<file path="src/rtl/rns_mac_accumulator.sv">
// Streaming RNS multiply-accumulate engine.
// Four independent 8-bit residue lanes (moduli 251, 241, 239, 233) multiply
// operand pairs, accumulate the products until a beat marked last, then
// present the accumulated residues as one result word with its beat count.
// Pipeline: S1 multiply/reduce register -> S2 accumulate -> output register.

module rns_mac_accumulator #(
    parameter int CNT_W = 16
) (
    input  logic             clk,
    input  logic             rst,
    input  logic             in_valid,
    output logic             in_ready,
    input  logic [31:0]      in_a,
    input  logic [31:0]      in_b,
    input  logic             in_last,
    output logic             out_valid,
    input  logic             out_ready,
    output logic [31:0]      out_acc,
    output logic [CNT_W-1:0] out_beats,
    output logic             busy
);

    // Lane moduli, lane 0 in bits [7:0] up to lane 3 in bits [31:24].
    localparam int unsigned MOD [4] = '{251, 241, 239, 233};

    logic             s1_valid_reg;
    logic             s1_last_reg;
    logic [31:0]      s1_p_reg;
    logic [31:0]      s1_p_next;
    logic [31:0]      acc_reg;
    logic [31:0]      acc_next;
    logic [CNT_W-1:0] beat_cnt_reg;
    logic [CNT_W-1:0] beat_cnt_inc;
    logic             out_valid_reg;
    logic [31:0]      out_acc_reg;
    logic [CNT_W-1:0] out_beats_reg;

    logic stall;
    logic s1_advance;

    // A finished last beat cannot leave S1 while the output register is
    // still occupied and not being drained; non-last beats are unaffected.
    assign stall      = out_valid_reg & ~out_ready & s1_valid_reg & s1_last_reg;
    assign s1_advance = s1_valid_reg & ~stall;
    assign in_ready   = ~stall;

    // Counter saturates at all-ones; the result count saturates the same way.
    assign beat_cnt_inc = (&beat_cnt_reg) ? beat_cnt_reg : beat_cnt_reg + 1'b1;

    genvar gi;
    generate
        for (gi = 0; gi < 4; gi++) begin : g_lane
            logic [15:0] prod;
            logic [15:0] prod_mod;
            logic [8:0]  sum;
            logic [8:0]  sum_red;

            // Full 16-bit product; residues >= modulus are still reduced here.
            assign prod     = in_a[8*gi +: 8] * in_b[8*gi +: 8];
            assign prod_mod = prod % 16'(MOD[gi]);
            assign s1_p_next[8*gi +: 8] = prod_mod[7:0];

            // Both addends are below the modulus, so one subtract suffices.
            assign sum     = {1'b0, acc_reg[8*gi +: 8]} + {1'b0, s1_p_reg[8*gi +: 8]};
            assign sum_red = (sum >= 9'(MOD[gi])) ? sum - 9'(MOD[gi]) : sum;
            assign acc_next[8*gi +: 8] = sum_red[7:0];
        end
    endgenerate

    // S1: capture reduced per-lane products; hold everything while stalled.
    always_ff @(posedge clk) begin
        if (rst) begin
            s1_valid_reg <= 1'b0;
            s1_last_reg  <= 1'b0;
            s1_p_reg     <= '0;
        end else if (!stall) begin
            s1_valid_reg <= in_valid;
            if (in_valid) begin
                s1_last_reg <= in_last;
                s1_p_reg    <= s1_p_next;
            end
        end
    end

    // S2: fold products into the accumulator; a last beat restarts from zero.
    always_ff @(posedge clk) begin
        if (rst) begin
            acc_reg      <= '0;
            beat_cnt_reg <= '0;
        end else if (s1_advance) begin
            if (s1_last_reg) begin
                acc_reg      <= '0;
                beat_cnt_reg <= '0;
            end else begin
                acc_reg      <= acc_next;
                beat_cnt_reg <= beat_cnt_inc;
            end
        end
    end

    // Output register: load on a last beat, drop valid when drained.
    always_ff @(posedge clk) begin
        if (rst) begin
            out_valid_reg <= 1'b0;
            out_acc_reg   <= '0;
            out_beats_reg <= '0;
        end else if (s1_advance && s1_last_reg) begin
            out_valid_reg <= 1'b1;
            out_acc_reg   <= acc_next;
            out_beats_reg <= beat_cnt_inc;
        end else if (out_ready) begin
            out_valid_reg <= 1'b0;
        end
    end

    assign out_valid = out_valid_reg;
    assign out_acc   = out_acc_reg;
    assign out_beats = out_beats_reg;
    assign busy      = s1_valid_reg | (beat_cnt_reg != '0) | out_valid_reg;

endmodule

</file>
<file path="config.mk">
export PLATFORM = sky130hd
export DESIGN_NAME = rns_mac_accumulator
export DESIGN_NICKNAME = d
export VERILOG_FILES = /design/src/rtl/rns_mac_accumulator.sv
export SDC_FILE = /design/constraint.sdc
export NUM_CORES = 1
export LEC_CHECK = 0
export BUFFER_PORTS_ARGS = -buffer_cell sky130_fd_sc_hd__buf_2
export CORE_MARGIN = 2
export CORE_UTILIZATION = 50
export DETAILED_ROUTE_END_ITERATION = 7
export PLACE_DENSITY = 0.7
export SETUP_SLACK_MARGIN = 0.3
export SLEW_MARGIN = 20
export SYNTH_ARGS = -nofsm -noshare
export SYNTH_HDL_FRONTEND = slang
export SYNTH_SLANG_ARGS = --single-unit
</file>
<file path="constraint.sdc">
create_clock -name clk -period 11.64 [get_ports clk]
set_clock_uncertainty 0.15 [all_clocks]
set_input_delay 1.164 -clock clk [delete_from_list [all_inputs] [get_ports clk]]
set_output_delay 1.164 -clock clk [all_outputs]
set_load 0.01 [all_outputs]
</file>
==> run summary <==
final RePlAce weighted congestion = 0.912
met2 routed wirelength = 42.4 mm
biggest cell delay along the critical path = 0.58 ns
failing checks = setup timing
TritonCTS clock tree = done
total number of clock tree sinks = 131
Post-synth EDFFs = 0
setup repair after global routing missed its margin = true
Setup TNS Final = -0.00794 ns
Port Buffer Count = 119
Clock transition at path regs = 0.06 ns
clock tree root driver cell = sky130_fd_sc_hd__clkbuf_16
highest fanout seen on the critical path = 10
achievable frequency = 85.9 MHz
net count after synthesis = 3907
cell occurring most often along the worst timing path = sky130_fd_sc_hd__buf_4
area of the core region = 52400 um2
Req. time, crit path = 11.84 ns
global router's overall resource usage = 27.2%
category of the most critical setup path = in2reg
post-synthesis register bit count = 131
post-detailed-route wirelength per cell = 16.3 um
minimum hold slack = 0.299 ns
die height = 234 um
number of max-cap violations = 0
sequential element share of the synthesized area = 9.90%
leading cell type in the layout, fill and taps excluded = sky130_fd_sc_hd__buf_4
vias per cell = 5.94
number of global-route vias before repair = 28200
number of placement rows = 84
Avg Cell Area, Syn = 7.58 um2
clock buffer depth = 2
post-synthesis cell count = 3494
Via Count = 30100
number of filler instances in the final layout = 3889
H-Tree Depth = 4
number of buffers created by CTS = 17
count of boundary I/O pins = 120
share of the clock period used by the worst path = 100%
ratio of cells with drive above 1 in the final layout = 36.7%
DIE AREA = 54800 um2
number of detailed-route iterations in the first pass = 8
type of the tightest min-delay check = reg2reg
worst endpoint data arrival time = 11.84 ns
area fraction of the dominant cell type after synthesis = 11.2%
slew at the pin closest to its max-slew limit = 1.05 ns
pin count of the biggest net entering global routing = 77
area leader, netlist = sky130_fd_sc_hd__fa_1
dominant synthesized flop cell = sky130_fd_sc_hd__dfxtp_1
Mapped Area = 26500 um2
setup violation total in the final timing report = 1
total congestion overflow after global routing = 0
worst-case setup margin in the final layout = -0.00794 ns
global-route wire length before repair = 129 mm
minimum period implied by the final worst setup slack = 11.65 ns
outcome = finished with violations
share of synthesized flip-flops with an asynchronous set or reset = 0%
met3 wire len = 2.83 mm
top metal layer carrying routed signals = met4
Post-DP HPWL = 59.7 mm
Synth area leaders = sky130_fd_sc_hd__fa_1 (11%), sky130_fd_sc_hd__dfxtp_1 (9.9%), sky130_fd_sc_hd__ha_1 (9.3%)
critical path capture point type = flip-flop
drt first-iter violations = 1920
final-report hold violation count = 0
number of distinct library cells after synthesis = 140
Total Routed Length = 82.9 mm
initial core utilization = 50.5%
die width = 234 um
Slew Limit Fails = 0
leading cell types in the layout, fill and taps excluded = sky130_fd_sc_hd__buf_4 (830), sky130_fd_sc_hd__nand2_1 (301), sky130_fd_sc_hd__nor2_1 (281)
P&R area growth vs syn = 44.0%
number of antenna violations at the first check in global routing = 0
hold bufs inserted after CTS = 0
drt drc = 0
number of diodes = 0
Rel. slew slack = 29.4%
DRT antenna net count = 0
CP max-delay cell = sky130_fd_sc_hd__fa_1
Clock Latency Late Sink = 0.42 ns
Layout Nets = 4790
metal1 wirelength = 35.6 mm
Synth warnings = 0
Worst Setup Start Kind = input port
-- area by class of cell --
cell class / instances / area (um2) / area share (%)
Clock buffer: 20 / 457 / 1.20
Clock inverter: 12 / 179 / 0.469
Inverter: 250 / 941 / 2.47
Multi-Input combinational cell: 2990 / 25500 / 67.0
Sequential cell: 131 / 2620 / 6.88
Tap cell: 688 / 861 / 2.26
Timing Repair Buffer: 987 / 7530 / 19.8
-- critical path, delay by kind of cell --
family	cells	cell delay (ns)
AO/OA/AOI/OAI	17	2.63
adder cells (fa/ha/maj)	7	2.75
AND/OR/NAND/NOR	16	3.81
buffers and inverters	8	1.05
XOR/XNOR	2	0.41
-- metrics by stage --
| step | util (%) | cells | area (um2) | worst slack, ns |
|---|---|---|---|---|
| after floorplan | - | 3494 | 27500 | -0.105 |
| after global placement | 64.6 | 4904 | 33900 | -0.224 |
| after detailed placement | 64.6 | 4904 | 33900 | -0.527 |
| after CTS | 66.8 | 4964 | 35100 | 0.246 |
| after global routing | 72.7 | 5078 | 38100 | -0.359 |
| final | 72.7 | 5078 | 38100 | -0.00794 |
-- routing by layer --
layer	up-vias	GRT usage (%)
met1	14600	34.6
met5	-	0
met2	781	50.1
met3	184	1.46
met4	0	5.93
li1	14600	-
-- repair_timing --
action | CTS | global route
pin swaps | 48 | 312
gates cloned | 0 | 0
hold endpoints to repair | 0 | 0
gates resized for setup | 69 | 509
endpoints found under the setup margin | 25 | 32
setup buffers | 28 | 114
-- synth_stat cells (29+ instances only) --
library cell and count:
sky130_fd_sc_hd__nor3_1 107, sky130_fd_sc_hd__nand2_1 330, sky130_fd_sc_hd__dfxtp_1 131, sky130_fd_sc_hd__mux2i_1 29, sky130_fd_sc_hd__or3_1 33, sky130_fd_sc_hd__nor4_1 31, sky130_fd_sc_hd__nand2b_1 29, sky130_fd_sc_hd__o31ai_1 29
sky130_fd_sc_hd__xnor2_1 132, sky130_fd_sc_hd__a21oi_1 194, sky130_fd_sc_hd__clkbuf_1 93, sky130_fd_sc_hd__ha_1 196, sky130_fd_sc_hd__a211oi_1 49, sky130_fd_sc_hd__xor2_1 55, sky130_fd_sc_hd__o21ai_0 144, sky130_fd_sc_hd__o211ai_1 47
sky130_fd_sc_hd__a21o_1 51, sky130_fd_sc_hd__inv_1 250, sky130_fd_sc_hd__a31oi_1 43, sky130_fd_sc_hd__and2_1 202, sky130_fd_sc_hd__fa_1 148, sky130_fd_sc_hd__nand3_1 99, sky130_fd_sc_hd__nand4_1 40, sky130_fd_sc_hd__a22oi_1 44
sky130_fd_sc_hd__o21a_1 49, sky130_fd_sc_hd__nor2_1 303
-- kinds of logic (layout without fill, tap and decap cells) --
logic type,Yosys count,count (layout),share of synthesized area [%]
and+or+nand+nor,1350,1350,26.1
xor gates and xnor gates,192,192,6.53
AOI/OAI and AO/OA,1049,1049,29.4
adders and majority gates,352,352,20.7
DFF,131,131,9.90
buffers and inverters,373,1269,5.43
muxes,47,47,1.89
-- path summary, 6_finish.rpt --
| path | start | to | slack, ns | cells after the start |
|---|---|---|---|---|
| setup / recovery | in_a[21] | s1_p_reg[22] | -0.008 | 50 |
| hold / removal | out_beats[12] | out_beats[12] | 0.30 | 2 |
| setup reg to reg | s1_p_reg[8] | out_acc[14] | 7.35 | 14 |
| hold reg to reg | out_beats[12] | out_beats[12] | 0.30 | 2 |
Power is not shown: default switching activity piles up to over one toggle a cycle in this logic, so the estimate is an artifact.
